$ cat config.mk
export PLATFORM = sky130hd
export DESIGN_NAME = pipeline_hazard_ctrl
export DESIGN_NICKNAME = d
export VERILOG_FILES = /design/src/rtl/pipe_ctrl_pkg.sv /design/src/rtl/hazard_detect.sv /design/src/rtl/pipeline_hazard_ctrl.sv
export SDC_FILE = /design/constraint.sdc
export NUM_CORES = 1
export LEC_CHECK = 0
export ABC_AREA = 0
export ABC_CLOCK_PERIOD_IN_PS = 1950
export CORE_MARGIN = 2
export CORE_UTILIZATION = 55
export DETAILED_ROUTE_END_ITERATION = 10
export DONT_BUFFER_PORTS = 1
export PLACE_DENSITY = 0.7
export SYNTH_ARGS = -nofsm -noshare
export SYNTH_HDL_FRONTEND = slang
export SYNTH_SLANG_ARGS = --single-unit
export TNS_END_PERCENT = 1
$ cat constraint.sdc
create_clock -name clk -period 1.95 [get_ports clk]
set_input_delay 0.39 -clock clk [delete_from_list [all_inputs] [get_ports clk]]
set_output_delay 0.39 -clock clk [all_outputs]
set_load 0.01 [all_outputs]
$ cat src/rtl/pipe_ctrl_pkg.sv
// Shared types and constants for the pipeline stall/flush sequencer.
package pipe_ctrl_pkg;

  typedef enum logic [1:0] {
    INIT     = 2'd0,
    RUN      = 2'd1,
    MEM_WAIT = 2'd2
  } ctrl_state_e;

  localparam int          REG_ADDR_W = 5;
  localparam int          WAIT_W     = 16;
  localparam logic [REG_ADDR_W-1:0] REG_ZERO = 5'd0;

endpackage

$ cat src/rtl/hazard_detect.sv
// Load-use hazard compare between the ID operands and the load sitting in EX.
module hazard_detect
  import pipe_ctrl_pkg::*;
(
  input  logic [REG_ADDR_W-1:0] id_rs,
  input  logic [REG_ADDR_W-1:0] id_rt,
  input  logic                  id_uses_rs,
  input  logic                  id_uses_rt,
  input  logic                  ex_mem_read,
  input  logic                  ex_reg_write,
  input  logic [REG_ADDR_W-1:0] ex_dest,
  output logic                  load_use
);

  logic rs_match;
  logic rt_match;

  always_comb begin
    rs_match = id_uses_rs && (ex_dest == id_rs);
    rt_match = id_uses_rt && (ex_dest == id_rt);
    // Writes to r0 are discarded, so a load into r0 never creates a dependency.
    load_use = ex_mem_read && ex_reg_write && (ex_dest != REG_ZERO) && (rs_match || rt_match);
  end

endmodule

$ cat src/rtl/pipeline_hazard_ctrl.sv
// Stall/flush sequencer for the 5-stage pipeline: stage enables, squash controls,
// data-memory wait handling and saturating performance counters.
module pipeline_hazard_ctrl
  import pipe_ctrl_pkg::*;
#(
  parameter int CNT_W   = 16,
  parameter int TIMEOUT = 255
) (
  input  logic                  clk,
  input  logic                  rst_n,
  input  logic [REG_ADDR_W-1:0] id_rs,
  input  logic [REG_ADDR_W-1:0] id_rt,
  input  logic                  id_uses_rs,
  input  logic                  id_uses_rt,
  input  logic                  ex_mem_read,
  input  logic                  ex_reg_write,
  input  logic [REG_ADDR_W-1:0] ex_dest,
  input  logic                  ex_redirect,
  input  logic                  mem_req,
  input  logic                  mem_ready,
  output logic                  pc_en,
  output logic                  if_id_en,
  output logic                  id_ex_en,
  output logic                  ex_mem_en,
  output logic                  mem_wb_en,
  output logic                  if_id_flush,
  output logic                  id_ex_bubble,
  output logic                  mem_timeout,
  output logic [CNT_W-1:0]      stall_cycles,
  output logic [CNT_W-1:0]      flush_count
);

  ctrl_state_e       state_q, state_d;
  logic [WAIT_W-1:0] wait_q, wait_d;
  logic              timeout_q, timeout_d;
  logic [CNT_W-1:0]  stall_q, stall_d;
  logic [CNT_W-1:0]  flush_q, flush_d;
  logic              load_use;
  logic              resolve;

  hazard_detect u_hazard_detect (
    .id_rs        (id_rs),
    .id_rt        (id_rt),
    .id_uses_rs   (id_uses_rs),
    .id_uses_rt   (id_uses_rt),
    .ex_mem_read  (ex_mem_read),
    .ex_reg_write (ex_reg_write),
    .ex_dest      (ex_dest),
    .load_use     (load_use)
  );

  always_comb begin
    state_d      = state_q;
    wait_d       = wait_q;
    timeout_d    = timeout_q;
    stall_d      = stall_q;
    flush_d      = flush_q;
    pc_en        = 1'b0;
    if_id_en     = 1'b0;
    id_ex_en     = 1'b0;
    ex_mem_en    = 1'b0;
    mem_wb_en    = 1'b0;
    if_id_flush  = 1'b0;
    id_ex_bubble = 1'b0;
    resolve      = 1'b0;

    case (state_q)
      INIT: begin
        // The NOPs are only captured once reset has been released.
        if_id_en     = rst_n;
        id_ex_en     = rst_n;
        if_id_flush  = 1'b1;
        id_ex_bubble = 1'b1;
        state_d      = RUN;
      end
      RUN: begin
        if (mem_req && !mem_ready) begin
          state_d = MEM_WAIT;
          wait_d  = WAIT_W'(1);
        end else begin
          resolve = 1'b1;
        end
      end
      MEM_WAIT: begin
        if (wait_q != '1) wait_d = wait_q + 1'b1;
        if (wait_q == WAIT_W'(TIMEOUT)) timeout_d = 1'b1;
        if (mem_ready) begin
          resolve = 1'b1;
          state_d = RUN;
        end
      end
      default: state_d = INIT;
    endcase

    // Redirect outranks load-use: the dependent instruction is being squashed anyway.
    if (resolve) begin
      pc_en     = 1'b1;
      if_id_en  = 1'b1;
      id_ex_en  = 1'b1;
      ex_mem_en = 1'b1;
      mem_wb_en = 1'b1;
      if (ex_redirect) begin
        if_id_flush  = 1'b1;
        id_ex_bubble = 1'b1;
        if (flush_q != '1) flush_d = flush_q + 1'b1;
      end else if (load_use) begin
        pc_en        = 1'b0;
        if_id_en     = 1'b0;
        id_ex_bubble = 1'b1;
      end
    end

    if ((state_q != INIT) && !pc_en && (stall_q != '1)) stall_d = stall_q + 1'b1;
  end

  always_ff @(posedge clk or negedge rst_n) begin
    if (!rst_n) begin
      state_q   <= INIT;
      wait_q    <= '0;
      timeout_q <= 1'b0;
      stall_q   <= '0;
      flush_q   <= '0;
    end else begin
      state_q   <= state_d;
      wait_q    <= wait_d;
      timeout_q <= timeout_d;
      stall_q   <= stall_d;
      flush_q   <= flush_d;
    end
  end

  assign mem_timeout  = timeout_q;
  assign stall_cycles = stall_q;
  assign flush_count  = flush_q;

endmodule
# Yosys cells after proc, flatten, opt, wreduce, memory -nomap -nowiden
# Index checks and enable logic that the tools add are counted.
# W data, S select, Z words.
[word_totals]
elab_cells = 60
mem_bits_ro = 0
latchBits = 0
memories = 0
ff_bits = 51
out_inout_bits = 40
ramBits = 0
[classes]
add_sub_neg = 3
shifts = 0
muxes = 22
div = 0
n_reduce_logical = 19
magnitude_cmp = 0
multipliers = 0
bitwise = 0
eq_ne = 11
[op_table]
columns = ["op", "count"]
rows = [
  ["$add A16 B1 Y16 const B", 3],
  ["$ne A16 B16 Y1 const B", 3],
  ["$mux W16", 2],
  ["$pmux W16 S2", 1],
  ["$eq A16 B8 Y1 const B", 1],
  ["$mux W1", 15],
  ["$eq A5 B5 Y1", 2],
  ["$logic_and A1 B1 Y1", 8],
  ["$ne A2 B2 Y1 const B", 3],
  ["$pmux W2 S3", 1],
  ["$reduce_and A3 Y1", 2],
  ["$reduce_bool A5 Y1", 1],
  ["$mux W2", 2],
  ["$reduce_and A2 Y1", 2],
  ["$reduce_bool A2 Y1", 2],
  ["$eq A2 B1 Y1 const B", 1],
  ["$eq A2 B2 Y1 const B", 1],
  ["$logic_not A1 Y1", 2],
  ["$logic_not A2 Y1", 1],
  ["$pmux W1 S2", 1],
  ["$logic_or A1 B1 Y1", 1],
]

# Logic depth before layout (Yosys ltp)
# Gate-level depths: netlist of the first run.
[logic_depth]
word_depth = 10
mapped_depth = 9
depth_no_buf = 8

# Hierarchy
# From an unflattened synthesis of the first run, not the netlist that was laid out.
[hier_totals]
cells_unflattened = 305
hier_area_um2 = 3062.9
[modules_own_cells]
columns = ["mod", "area_per_inst_um2", "instances", "cells_per_inst"]
rows = [
  ["pipeline_hazard_ctrl", 2927.8, 1, 288],
  ["hazard_detect", 135.1, 1, 17],
]

# Worst setup path after synthesis of the first run
# No wires, ideal clock.
[synth_path]
path_type = "reg2reg"
from = "register state_q[0]"
to = "register wait_q[10]"
path_slack_ps = -114
t_arrival_ps = 1987
synth_period_minus_slack_ps = 2064
n_path_buf = 1
stages_incl_launch_ff = 9
required_time_ps = 1872
cell_sequence = "dfrtp_1 > inv_1 > ha_1 > inv_2 > mux2_4 > or3_1 > clkbuf_2 > or3_1 > a21oi_1"
[synth_via]
elab_chain_cells = 3
[synth_lines]
columns = ["element", "line_no", "rtl"]
rows = [
  ["start, declared", "pipeline_hazard_ctrl.sv:33", "ctrl_state_e state_q, state_d;"],
  ["start signal, assigned", "pipeline_hazard_ctrl.sv:124", "state_q <= state_d;"],
  ["$eq A2 B2 Y1 / $eq A2 B1 Y1 (equally long branches)", "pipeline_hazard_ctrl.sv:67", "case (state_q)"],
  ["$ne A2 B2 Y1 (no source line) / $reduce_bool A2 Y1 (equally long branches)", "n/a", ""],
  ["$reduce_and A3 Y1 (no source line)", "n/a", ""],
  ["end signal, assigned", "pipeline_hazard_ctrl.sv:125", "wait_q <= wait_d;"],
  ["end, declared", "pipeline_hazard_ctrl.sv:34", "logic [WAIT_W-1:0] wait_q, wait_d;"],
]
# Parallel ways exist; a longest one is shown, timed or not.
# A chain may end at the register's enable or synchronous reset.

# Worst setup path in the final report of the first run
[layout_path]
from = "register state_q[0]"
to = "output if_id_en"
[layout_via]
elab_chain_cells = 3
[layout_lines]
columns = ["element", "line_no", "rtl"]
rows = [
  ["$eq A2 B2 Y1 (tied with other cells)", "pipeline_hazard_ctrl.sv:67", ""],
  ["$pmux W1 S2 / $mux W1 (equally long branches)", "pipeline_hazard_ctrl.sv:67", ""],
  ["$mux W1 (*)", "pipeline_hazard_ctrl.sv:96", "if (resolve) begin"],
  ["end, declared", "pipeline_hazard_ctrl.sv:22", "output logic if_id_en,"],
]
# Every way passes the cells marked *; elsewhere a longest branch is shown, timed or not.

==> impl_metrics.py, run 1 <==
metrics = {
    "sta": {
        "hold_viol_final": 0,
        "holdWs_ns": 0.3630,
        "post-route-min-period_ns": 2.137,
        "maxSlewViolCount": 0,
        "setup_viol": 24,
        "tightestPinTransition_ns": 0.4163,
        "fin_ws_ns": -0.1867,
        "rsz0062_at_grt": "true",
        "fmax_ghz": 0.4680,
        "fin_crit_sh_pct": 109.6,
        "relSlewSlack_pct": 72.09,
        "fin_skew_ns": 0.007439,
    },
    "floorplanning": {
        "rows": 25,
        "dieArea_mm2": 0.005615,
        "num_io_pins": 64,
        "fp.dieH_um": 74.94,
        "die_width_um": 74.94,
        "coreArea_mm2": 0.004786,
        "start_util_pct": 57.83,
    },
    "logic_synthesis": {
        "synth_area_mm2": 0.002768,
        "yosysWarnings": 0,
        "netlist-cell-type-count": 43,
        "synth_nets": 308,
        "synthAdderAreaFrac_pct": 2.712,
        "synth_top_family_by_area": "simple AND/OR/NAND/NOR gates",
        "ys_seq_elements": 51,
        "synth_compound_gate_area_share_pct": 7.369,
        "netlist_instances": 278,
        "ys_dominant_reg_cell": "dfrtp_1",
        "synth_edf_count": 0,
        "ys_seq_area_share_pct": 46.11,
        "async_flop_share_pct": 100.0,
        "yosys.area_share.xor_xnor_pct": 16.46,
        "yosys-mux-area-fraction_pct": 1.356,
        "synth-simple-area-share_pct": 23.28,
        "syn_area_per_cell_um2": 9.956,
    },
    "cts": {
        "root_buffer": "clkbuf_8",
        "worstSkewPairLatency_ns": 0.31,
        "cts_tree": "done",
        "clkTransAtPathRegs_ns": 0.09,
        "cts_buffer_depth": 2,
        "cts_sinks": 51,
        "cts_buffers": 5,
        "h-tree-depth": 2,
    },
    "worst_setup_path": {
        "worstSetupStartpoint": "state_q[0]$_DFFE_PN0P_",
        "path_buf_inv": 2,
        "regToRegEndpoint": "stall_cycles[1]$_DFFE_PN0P_",
        "cp-start-kind": "register",
        "crit_family": "compound AO/OA/AOI/OAI gates",
        "cp_cell_sequence": "inv_2 -> ha_4 -> a22oi_2 -> nand2b_4 -> inv_4 -> o21a_1 -> o21bai_4",
        "max_stage_delay_ns": 0.43,
        "endpoint_kind": "output port",
        "cp_max_fo": 3,
        "required_ns": 1.56,
        "crit_end": "if_id_en",
        "worstRegToRegCells": 8,
        "reg2reg_slack_ns": -0.15,
        "path_class": "register to output port",
        "critPathArrivalTime_ns": 1.75,
        "path_depth": 7,
        "cpMaxStageDelayCell": "dfrtp_1",
        "worst_r2r_startpoint": "state_q[0]$_DFFE_PN0P_",
    },
    "global_route": {
        "grt_max_degree": 52,
        "grt_pass1_wl_um": 10230,
        "grt_pass1_vias": 2219,
        "grt_overflow": 0,
        "grtUsageTotal_pct": 23.89,
        "antenna_found_initial": 1,
    },
    "power": {
        "ir_worst_vdd_mv": 1.005,
        "leakagePower_nw": 1.494,
        "powerDensity_mw_per_mm2": 1260,
    },
    "detailed_routing": {
        "via_per_inst": 5.637,
        "vias": 2249,
        "post_drt_wl_per_cell_um": 16.02,
        "ant_nets": 0,
        "dr.pass1.iters": 4,
        "drt_wl_total_um": 6393,
        "drc": 0,
        "drtIter0Drc": 95,
    },
    "worst_hold_path": {
        "holdCritPathClass": "input port to register",
    },
    "finish": {
        "syn2layout_area_growth_pct": 27.44,
        "design_area_mm2": 0.003527,
        "final_cell_mix": "dfrtp_1, buf_4, nand2_1",
        "drive_gt1_share_pct": 30.82,
        "finish.utilization_pct": 73.70,
        "nets": 360,
        "layout_commonest_cell": "dfrtp_1",
    },
    "placed_design": {
        "portBuffers": 0,
        "place_area_mm2": 0.003178,
        "dpl.hpwl_um": 4505,
        "gp_congestion": 0.7951,
    },
    "run_status": {
        "status": "finished, violations left",
        "violations": "negative setup slack",
    },
    "run": {
        "cap_violations": 0,
    },
}
-- through the flow --
stage	setup WS (ns)	power, mW	instances	setup TNS (ns)
finish	-0.1867	4.443	399	-1.826
global route	-0.2726	4.728	399	-4.938
CTS	-0.1786	4.288	396	-1.181
detailed placement	-0.06120	3.349	382	-0.2392
global placement	0.01314	3.300	382	0
floorplan	-0.01167	2.653	278	-0.04043
-- power breakdown --
group	switching (mW)	internal, mW	total (mW)
combinational	1.26	1.13	2.39
clock	0.364	0.253	0.617
sequential	0.170	1.26	1.43
total	1.80	2.65	4.44
-- area by class of cell --
class,instances,area [um^2]
Fill cell,369,1259
Antenna cell,1,2.502
Clock inverter,3,18.77
Clock buffer,5,68.82
Inverter,9,36.28
Timing Repair Buffer,52,445.4
Multi-Input combinational cell,211,1595
Tap cell,67,83.83
Sequential cell,51,1276
-- cell families (layout without fill, tap and decap cells) --
logic type / Yosys count / in the layout
mux: 3 / 3
buf+inv: 16 / 69
simple gates: 125 / 125
xor+xnor: 52 / 52
flops: 51 / 51
compound gates: 25 / 25
fa+ha+maj: 6 / 6
other cells: 0 / 1
-- state kept, by name, summed over array words and instances (netlist names) --
register,flops
mem_timeout,1
stall_cycles,16
state_q,2
flush_count,16
wait_q,16
-- timing repair --
action                                  CTS  global route
hold endpoints to repair                 51             0
cloned                                    0             0
setup buffers                             4             2
pin swaps                                 5             7
hold buffers                              2             0
resized for setup                        21            12
endpoints found under the setup margin   14            45
-- worst min-delay path, cell delays in order --
cell and delay, ns:
nor2_1 0.03, o21ai_0 0.15, nand2b_1 0.06
-- worst min path at each step --
stage,start,endpoint,slack (ns),depth (start not counted)
4_1_cts,mem_ready,state_q[1]$_DFFE_PN0P_,0.37,3
2_1_floorplan,rst_n,flush_count[0]$_DFFE_PN0P_,0.09,0
3_3_place_gp,rst_n,wait_q[11]$_DFFE_PN0P_,0.1,0
5_1_grt,mem_req,state_q[0]$_DFFE_PN0P_,0.40,3
6_report,mem_ready,state_q[1]$_DFFE_PN0P_,0.36,3
3_5_place_dp,rst_n,wait_q[11]$_DFFE_PN0P_,0.1,0
-- routing by layer --
layer,routed length [um],GRT usage [%]
met1,2676,30.57
met2,3314,39.96
met3,308,6.158
met4,93,7.341
met5,0,0
-- cells in the mapped netlist, types with 3 or more instances --
cell | instances | area [um^2]
a21oi_1 | 4 | 20.02
and3_1 | 7 | 43.79
dfrtp_1 | 51 | 1276
ha_1 | 6 | 75.07
inv_1 | 8 | 30.03
nand2_1 | 34 | 127.6
nand2b_1 | 3 | 18.77
nand3_1 | 9 | 45.04
nand4_1 | 20 | 125.1
nor2_1 | 23 | 86.33
nor3_1 | 10 | 50.05
nor4_1 | 7 | 43.79
o21ai_0 | 5 | 25.02
o21bai_1 | 3 | 22.52
or3_1 | 4 | 25.02
xnor2_1 | 25 | 219.0
xor2_1 | 27 | 236.5
Note: power is estimated with default switching activity, not from simulation.
==> inputs of run 2 (changes only) <==
--- a/config.mk
+++ b/config.mk
@@ -7,6 +7,7 @@
 export LEC_CHECK = 0
 export ABC_AREA = 0
 export ABC_CLOCK_PERIOD_IN_PS = 1950
+export CAP_MARGIN = 25
 export CORE_MARGIN = 2
 export CORE_UTILIZATION = 55
 export DETAILED_ROUTE_END_ITERATION = 10
==> results of run 2 <==
The final DEF is identical to that of run 1; final timing and power are the same.
==> RTL change: new RTL, settings of run 2 <==
Encoding of `ctrl_state_e`: now one-hot (3 bits for 3 states).
--- a/src/rtl/pipe_ctrl_pkg.sv
+++ b/src/rtl/pipe_ctrl_pkg.sv
@@ -2,8 +2,8 @@
 package pipe_ctrl_pkg;
 
-  typedef enum logic [1:0] {
-    INIT     = 2'd0,
-    RUN      = 2'd1,
-    MEM_WAIT = 2'd2
+  typedef enum logic [2:0] {
+    INIT     = 3'b001,
+    RUN      = 3'b010,
+    MEM_WAIT = 3'b100
   } ctrl_state_e;
 
Formal check against the unedited RTL: no difference found for any inputs over 10 cycles, from zero or initial values and one cycle with rst_n low; not proved beyond that.
==> RTL change against run 2 <==
- the flow still finishes with violations (negative setup slack)
- count of clock-buffer cells in the layout is the same
- first-iteration DRC count up 12%
- register-to-register slack improved by 0.14 ns
- global-route usage is 1.4 points lower
- routed wire length is 6.0% lower
- sequential cell count up 1
- area after synthesis increased by 2.6%
- total power down 10%
- clock power is 36% higher
- worst setup slack better by 0.14 ns
- final area shrank 4.4%
- combinational power fell by 35%
==> RTL change: results (changes against run 2) <==
[yosys]
yosysSeqAreaShare=0.4588  ; -0.002329
synth.top_cells.by_area=dfrtp_1, xnor2_1, xor2_1
syn_nets=300  ; -2.6%
syn_avg_cell_area_um2=10.40  ; +4.5%
yosys_warnings=0  ; unchanged
synth_compound_area_frac=0.08726  ; +0.01357
ys_top_cells_by_count=dfrtp_1, xnor2_1, nand2_1
synth_fa_ha_area_frac=0.01322  ; -0.01390
synth_xor_area_frac=0.1666  ; +0.002036
synth_mux_area_frac=0.007933  ; -0.005629
synth_cell_types=51  ; +19%

[critical_path]
r2r-end=wait_q[15]
r2r_cells=7  ; -1
endpoint=if_id_en
crit_arrival_ns=1.60  ; -0.15 ns
startpoint=state_q[1]
path_delay_family=simple AND/OR/NAND/NOR gates
slowest_stage=dfrtp_2
reg2reg_setup_slack_ns=-0.01  ; +0.14 ns
worstPathMaxFanout=4  ; +1

[grt]
grt_use_total=0.2250  ; -0.01389
antenna_found_initial=0  ; -1
grt_pass1_wl_um=9936  ; -2.8%
first_global_vias=2200  ; -0.86%
grt_max_degree=53  ; +1.9%

[hold_path]
whs_endpoint=state_q[2]
whs_path_depth=1  ; -2
hp-class=in2reg

[detailed_routing]
viasPerCell=5.827  ; +3.4%
avgRoutedWirePerCell_um=15.78  ; -1.5%
drtIter0Drc=106  ; +12%
wl_um=6011  ; -6.0%

[placed_design]
hpwl_um=4248  ; -5.7%
dpl_cell_area_um2=3095  ; -2.6%
place_inst=364  ; -4.7%
dp_slack_ns=0.09428  ; +0.1555 ns
place.gp.congestion=0.8349  ; +5.0%

[timing]
setup_viol=3  ; -88%
worst_pin_slew_ns=0.3406  ; -0.07577 ns
setup_slack_ns=-0.04325  ; +0.1434 ns
hold_ws_ns=0.1836  ; -0.1794 ns
finClkSkew_ns=0.003638  ; -0.003801 ns
finalSetupTns_ns=-0.09047  ; +1.736 ns

[final_layout]
drive_gt1_frac=0.2283  ; -0.07986
fin_nets=338  ; -6.1%
diodes=0  ; -1

[cts]
cts_buffers=5  ; unchanged

[status]
failed_checks=negative setup slack
status=finished with violations

[pwr]
peakVddDrop_mv=0.6689  ; -33%
p_leak_nw=1.510  ; +1.1%

## RTL change: metal layers
metal	vias to the layer above	wire length, um	global-route usage
met1	1098	2572	0.2901
met3	8	349	0.05952
met5	-	0	0
met2	70	3007	0.3745
met4	0	82	0.06238
li1	1044	-	-
## RTL change: what timing repair did
item	4_1_cts	5_1_grt
pin swaps	0	2
endpoints found under the hold margin	52	0
buffers inserted	4	4
setup endpoints to repair	6	16
resized for setup	3	8
hold buffers	2	0
## RTL change: area by class of cell
class                           instances  area, um2
Clock buffer                            5      68.82
Clock inverter                          2      60.06
Fill cell                             407       1672
Inverter                                7      26.28
Multi-Input combinational cell        206       1505
Sequential cell                        52       1304
Tap cell                               70      87.58
Timing Repair Buffer                   39      319.1
## RTL change: power breakdown
| part | total [mW] | switching [mW] | internal (mW) |
|---|---|---|---|
| Clock | 0.842 | 0.337 | 0.505 |
| Combinational | 1.56 | 0.830 | 0.726 |
| Sequential | 1.60 | 0.252 | 1.34 |
| Total | 3.99 | 1.42 | 2.57 |
